--- config.mk ---
export PLATFORM = sky130hd
export DESIGN_NAME = stall_flush_ctrl
export DESIGN_NICKNAME = d
export VERILOG_FILES = /design/src/rtl/pipe_ctrl_pkg.sv /design/src/rtl/reg_match.sv /design/src/rtl/stall_flush_ctrl.sv
export SDC_FILE = /design/constraint.sdc
export NUM_CORES = 1
export LEC_CHECK = 0
export ABC_AREA = 1
export CORE_ASPECT_RATIO = 1.75
export CORE_MARGIN = 5
export CORE_UTILIZATION = 34
export DETAILED_ROUTE_END_ITERATION = 8
export PLACE_DENSITY = 0.81
export REMOVE_ABC_BUFFERS = 1
export SLEW_MARGIN = 0
export SYNTH_ARGS = -nofsm -noshare
export SYNTH_HDL_FRONTEND = slang
export SYNTH_SLANG_ARGS = --single-unit
--- constraint.sdc ---
create_clock -name clk -period 1.4 [get_ports clk]
set_input_delay 0.21 -clock clk [delete_from_list [all_inputs] [get_ports clk]]
set_output_delay 0.21 -clock clk [all_outputs]
set_load 0.005 [all_outputs]
--- src/rtl/pipe_ctrl_pkg.sv ---
// Shared definitions for the pipeline interlock controller: FSM state type,
// the hardwired-zero register index and the default multiply latency.
package pipe_ctrl_pkg;

  typedef enum logic {
    RUN      = 1'b0,
    MUL_BUSY = 1'b1
  } ctrl_state_t;

  localparam logic [4:0]  REG_ZERO        = 5'd0;
  localparam int unsigned DEFAULT_MUL_LAT = 4;

endpackage

--- src/rtl/reg_match.sv ---
// Source/destination register comparator for hazard detection.
// It matches only when the source is actually read and the destination is not r0.
module reg_match
  import pipe_ctrl_pkg::*;
(
  input  logic [4:0] rs,
  input  logic       rs_used,
  input  logic [4:0] rd,
  output logic       match
);

  assign match = rs_used && (rd != REG_ZERO) && (rs == rd);

endmodule

--- src/rtl/stall_flush_ctrl.sv ---
// Pipeline interlock controller: load-use stall, multi-cycle multiply hold, and
// IF/ID flush. Define STALL_COUNT_EN to build the saturating stall_cycles counter.
module stall_flush_ctrl
  import pipe_ctrl_pkg::*;
#(
  parameter int unsigned MUL_LAT = DEFAULT_MUL_LAT,
  parameter int unsigned CNT_W   = 4
) (
  input  logic        clk,
  input  logic        reset,
  input  logic [4:0]  rs1_id,
  input  logic [4:0]  rs2_id,
  input  logic        rs1_used_id,
  input  logic        rs2_used_id,
  input  logic        memRead_ex,
  input  logic [4:0]  rd_ex,
  input  logic        mul_ex,
  input  logic        taken_ex,
  output logic        stall_pc,
  output logic        stall_ifid,
  output logic        stall_idex,
  output logic        bubble_idex,
  output logic        bubble_exmem,
  output logic        flush_ifid,
  output logic        mul_done,
  output logic [31:0] stall_cycles
);

  localparam logic [CNT_W-1:0] CNT_LOAD = (MUL_LAT > 1) ? CNT_W'(MUL_LAT - 2) : '0;

  ctrl_state_t      state, state_next;
  logic [CNT_W-1:0] cnt, cnt_next;
  logic             match1, match2, lu;

  reg_match u_match_rs1 (
    .rs      (rs1_id),
    .rs_used (rs1_used_id),
    .rd      (rd_ex),
    .match   (match1)
  );

  reg_match u_match_rs2 (
    .rs      (rs2_id),
    .rs_used (rs2_used_id),
    .rd      (rd_ex),
    .match   (match2)
  );

  assign lu = memRead_ex && (match1 || match2);

  always_ff @(posedge clk) begin
    if (reset) begin
      state <= RUN;
      cnt   <= '0;
    end else begin
      state <= state_next;
      cnt   <= cnt_next;
    end
  end

  always_comb begin
    state_next   = state;
    cnt_next     = cnt;
    stall_pc     = 1'b0;
    stall_ifid   = 1'b0;
    stall_idex   = 1'b0;
    bubble_idex  = 1'b0;
    bubble_exmem = 1'b0;
    flush_ifid   = 1'b0;
    mul_done     = 1'b0;
    if (!reset) begin
      unique case (state)
        RUN: begin
          flush_ifid = taken_ex;
          // Multiply outranks load-use; a taken branch discards the ID
          // instruction, so its load-use hazard is moot.
          if (mul_ex) begin
            if (MUL_LAT == 1) begin
              mul_done = 1'b1;
            end else begin
              stall_pc     = 1'b1;
              stall_ifid   = 1'b1;
              stall_idex   = 1'b1;
              bubble_exmem = 1'b1;
              cnt_next     = CNT_LOAD;
              state_next   = MUL_BUSY;
            end
          end else if (lu && !taken_ex) begin
            stall_pc    = 1'b1;
            stall_ifid  = 1'b1;
            bubble_idex = 1'b1;
          end
        end
        MUL_BUSY: begin
          if (cnt != '0) begin
            stall_pc     = 1'b1;
            stall_ifid   = 1'b1;
            stall_idex   = 1'b1;
            bubble_exmem = 1'b1;
            cnt_next     = cnt - CNT_W'(1);
          end else begin
            mul_done   = 1'b1;
            state_next = RUN;
          end
        end
        default: state_next = RUN;
      endcase
    end
  end

`ifdef STALL_COUNT_EN
  logic [31:0] stall_cnt;

  always_ff @(posedge clk) begin
    if (reset) begin
      stall_cnt <= '0;
    end else if (stall_pc && (stall_cnt != '1)) begin
      stall_cnt <= stall_cnt + 32'd1;
    end
  end

  assign stall_cycles = reset ? '0 : stall_cnt;
`else
  assign stall_cycles = '0;
`endif

endmodule

After elaboration in Yosys (flattened, before gate mapping)
Index checks and enable logic that the tools add are counted.
{"block": "totals", "in_bits": 22, "output_inout_bits": 39, "ff_bits": 5, "word_cells": 38}
{"block": "op_classes", "n_reduce_logical": 11, "n_bitwise": 1, "add_sub_neg": 1, "n_mux": 19, "n_eq_ne": 4}
{"op": "2-to-1 mux 1 bit", "n": 14}
{"op": "== test 5 bit", "n": 2}
{"op": "2-to-1 mux 4 bit", "n": 2}
{"op": "one-hot mux 4 bit (2 select lines)", "n": 1}
{"op": "logical AND 1 bit", "n": 6}
{"op": "nonzero test 5 bit", "n": 1}
{"op": "one-hot mux 1 bit (2 select lines)", "n": 2}
{"op": "nonzero test 4 bit", "n": 1}
{"op": "subtractor 4 x 1 -> 4 bit (second input constant)", "n": 1}
{"op": "!= test 2 x 1 -> 1 bit (second input constant)", "n": 1}
{"op": "!= test 2 bit (second input constant)", "n": 1}
{"op": "AND reduction 2 bit", "n": 1}
{"op": "logical NOT 1 bit", "n": 1}
{"op": "logical OR 1 bit", "n": 1}
{"op": "inverter 1 bit", "n": 1}

Longest topological paths before layout
{"block": "logic_depth", "word_depth": 10, "depth_mapped": 9, "depth_no_buf": 8}

Hierarchy
A second synthesis with hierarchy kept.
{"block": "hier_totals", "hier_cells": 140, "hier_area_um2": 820.8}
{"mod": "stall_flush_ctrl", "seq_area_each_um2": 100.1, "cells_each": 82, "area_each_um2": 578.1, "n_inst": 1}
{"mod": "reg_match", "seq_area_each_um2": 0.0, "cells_each": 29, "area_each_um2": 121.4, "n_inst": 2}

Least setup slack after synthesis
OpenSTA, ideal clock, no wires.
{"block": "synth_path", "kind": "register -> output", "start": "register cnt[0]", "end": "output port stall_pc", "path_buffers": 1, "path_slack_ns": 0.124, "path_stages_with_launch": 7, "arrival_ns": 1.066, "required_time_ns": 1.190, "cell_sequence": "dfxtp_1 -> inv_1 -> ha_1 -> a31oi_1 -> o21ai_1 -> nand2_1 -> buf_4"}
{"block": "synth_via", "elab_chain_cells": 4}
{"item": "start: declaration", "line_no": "stall_flush_ctrl.sv:32", "source": "logic [CNT_W-1:0] cnt, cnt_next;"}
{"item": "start signal: assignment", "line_no": "stall_flush_ctrl.sv:57", "source": "cnt <= cnt_next;"}
{"item": "nonzero test 4 bit", "line_no": "stall_flush_ctrl.sv:95", "source": "if (cnt != '0) begin"}
{"item": "2-to-1 mux 1 bit"}
{"item": "one-hot mux 1 bit (2 select lines)"}
{"item": "2-to-1 mux 1 bit"}
{"item": "end: declaration", "line_no": "stall_flush_ctrl.sv:19", "source": "output logic stall_pc,"}
No other way between the ends.

Worst setup path after layout
{"block": "layout_path", "start": "register cnt[1]", "end": "output port stall_pc"}
{"block": "layout_via", "elab_chain_cells": 4}
{"item": "nonzero test 4 bit", "line_no": "stall_flush_ctrl.sv:95"}
{"item": "2-to-1 mux 1 bit", "line_no": "stall_flush_ctrl.sv:95"}
{"item": "one-hot mux 1 bit (2 select lines)", "line_no": "stall_flush_ctrl.sv:72", "source": "unique case (state)"}
{"item": "2-to-1 mux 1 bit", "line_no": "stall_flush_ctrl.sv:71", "source": "if (!reset) begin"}
No other way between the ends.

==> metrics.cfg <==
[worst_setup_path]
critPathTopFamily = flip-flops
cp-start-kind = flop
worstPathCellList = inv_2 > ha_4 > a31oi_4 > o21ai_2 > buf_4 > nand2_2 > buf_2
required_ns = 1.19
cp.arrival_ns = 1.29
max_stage_delay_ns = 0.31
cp_num_buf_inv = 3
endpoint_kind = output pin
path_max_fanout = 2
slowest_stage = dfxtp_2
crit_type = reg -> out

[routing]
via_count = 842
routed_wl_mm = 1.97
drc = 0
dr.first_iter.drc_count = 12
post_drt_wl_per_cell_um = 9.51
ant_nets = 0
vias_per_cell = 4.07
drt_pass1_iterations = 4

[timing]
final.setup.worst_slack_ns = -0.105
hold_viol = 0
max_freq_mhz = 665
finalClockSkew_ns = 0.000545
slew_violations = 0
fin_setup_tns_ns = -0.227
setup_viol = 4
whs_ns = 0.387
final.min_clock_period_ns = 1.50
fin_crit_sh_pct = 107
grt_setup_unrepaired = yes

[place]
dpl-instance-area_um2 = 1040
gp_congestion = 0.764
port_buffers = 28
dp_hpwl_mm = 1.58
dp_cells = 200
place_ws_ns = -0.662

[logic_synthesis]
postSynthCellCount = 140
avgSynthCellArea_um2 = 5.71
synth_seq_area_share_pct = 12.5
synth_area_um2 = 800
ys_ff_latch = 5
ys_types = 20
ys_warn_count = 0

[layout]
area.growth.synth_to_final_pct = 37.1
design_area_um2 = 1100
ff_latch_area_um2 = 103
final_layout_size_suffix_gt1_share_pct = 25.3
nets = 207
nFillCells = 261
n_antenna_cell = 0
final_cells = 207
multi_input_area_um2 = 497

[clocking]
clock_latency_ns = 0.22
h-tree-depth = 1
clk_pin_slew_ns = 0.03
cts.root.buffer_cell = clkbuf_8
clock-sinks = 5
clk_path_buf_depth = 2
numCtsBuffers = 3
cts_tree = built
holdBufCountCts = 0

[job]
cap_violations = 0

[die]
ios = 61
dieArea_um2 = 3460
start_util_pct = 35.2
dieHeight_um = 74.2
die_w_um = 46.7
num_rows = 23
core_region_area_um2 = 2270

[grt]
grt_antenna_before_repair = 0
track_usage_pct = 11.0
grt_pass1_wl_mm = 2.78
grt_max_degree = 6
grt_overflow = 0
grt_pass1_vias = 758

[power]
leakagePower_nw = 0.669
ir_drop_uv = 464
power.density_nw_per_um2 = 750

[outcome]
violations = negative setup slack
outcome = complete, but fails checks

[min_path]
hp-class = in -> reg

[where the power goes]
part / internal, mW / switching (mW) / total, mW
sequential: 0.164 / 0.0178 / 0.182
clock: 0.196 / 0.0752 / 0.271
combinational: 0.179 / 0.190 / 0.369
total: 0.539 / 0.283 / 0.822
[final cells by class]
class	count	area share [%]
Multi-Input combinational cell	106	45.3
Inverter	25	8.56
Sequential cell	5	9.36
Clock buffer	4	4.11
Tap cell	25	2.85
Timing Repair Buffer	42	29.8
[cells in the final DEF, fill, tap and decap left out, types with 2 or more instances in the layout]
| master | count |
|---|---|
| nand2_1 | 35 |
| conb_1 | 32 |
| inv_1 | 16 |
| nor2_1 | 15 |
| buf_4 | 13 |
| dlygate4sd2_1 | 12 |
| inv_2 | 7 |
| nand3_1 | 5 |
| clkbuf_2 | 5 |
| buf_2 | 5 |
| a21oi_1 | 3 |
| clkbuf_8 | 3 |
| dfxtp_1 | 3 |
| clkdlybuf4s50_1 | 3 |
| nand2_2 | 2 |
| clkinv_1 | 2 |
| o21ai_2 | 2 |
| o21ai_1 | 2 |
| nor2_2 | 2 |
| dfxtp_2 | 2 |
| clkdlybuf4s15_1 | 2 |
[path summary, 6_finish.rpt]
check	cells after the start	from	to	slack, ns
max	7	cnt[1]$_SDFFE_PP0P_	stall_pc	-0.10
min	4	reset	state$_DFF_P_	0.39
max reg2reg	7	cnt[1]$_SDFFE_PP0P_	cnt[1]$_SDFFE_PP0P_	0.13
min reg2reg	3	cnt[0]$_SDFFE_PP0P_	cnt[0]$_SDFFE_PP0P_	0.59
[metal layers]
metal	GRT usage [%]	vias to the layer above	part of all wire (%)
met2	21.2	48	56
met3	3.15	5	15
met1	9.18	355	28
met4	6.46	0	2.2
met5	0	-	0
li1	-	434	-
[Yosys cell counts, drive strengths merged]
cell / n / area, um2
inv: 23 / 86.3
a21oi: 3 / 15.0
o21ai: 5 / 28.8
conb: 1 / 3.75
buf: 35 / 267
dfxtp: 5 / 100
clkinv: 2 / 7.51
nand3: 6 / 35.0
ha: 2 / 25.0
a31oi: 1 / 6.26
nand4: 1 / 6.26
nor2: 18 / 75.1
nor3: 1 / 5.00
nand2: 37 / 139
[logic make-up after synthesis]
logic type,after synthesis,synth area share [%]
adder cells (fa/ha/maj),2,3.13
AND/OR/NAND/NOR,63,32.5
other,1,0.469
AO/OA/AOI/OAI,9,6.26
flip-flops,5,12.5
buffers and inverters,60,45.1
[timing repair]
action / in CTS / in global routing
endpoints found under the setup margin: 7 / 7
hold endpoints to repair: 0 / 0
gates resized for setup: 44 / 21
setup buffers: 3 / 0
pin swaps: 14 / 1
[through the flow]
step	utilization [%]	total power [mW]
after floorplan	-	0.343
after global placement	45.9	0.522
after detailed placement	45.9	0.526
after CTS	47.1	0.790
after global routing	48.2	0.887
final	48.2	0.822
[state kept, by name, indices dropped and copies added (netlist names)]
register	cells
cnt	4
state	1
[tightest hold or removal path, delay by kind of cell]
kind	cells	cell delay, ns
compound gates	2	0.13
buf+inv	2	0.21
Power figures use the tool's default switching activity.
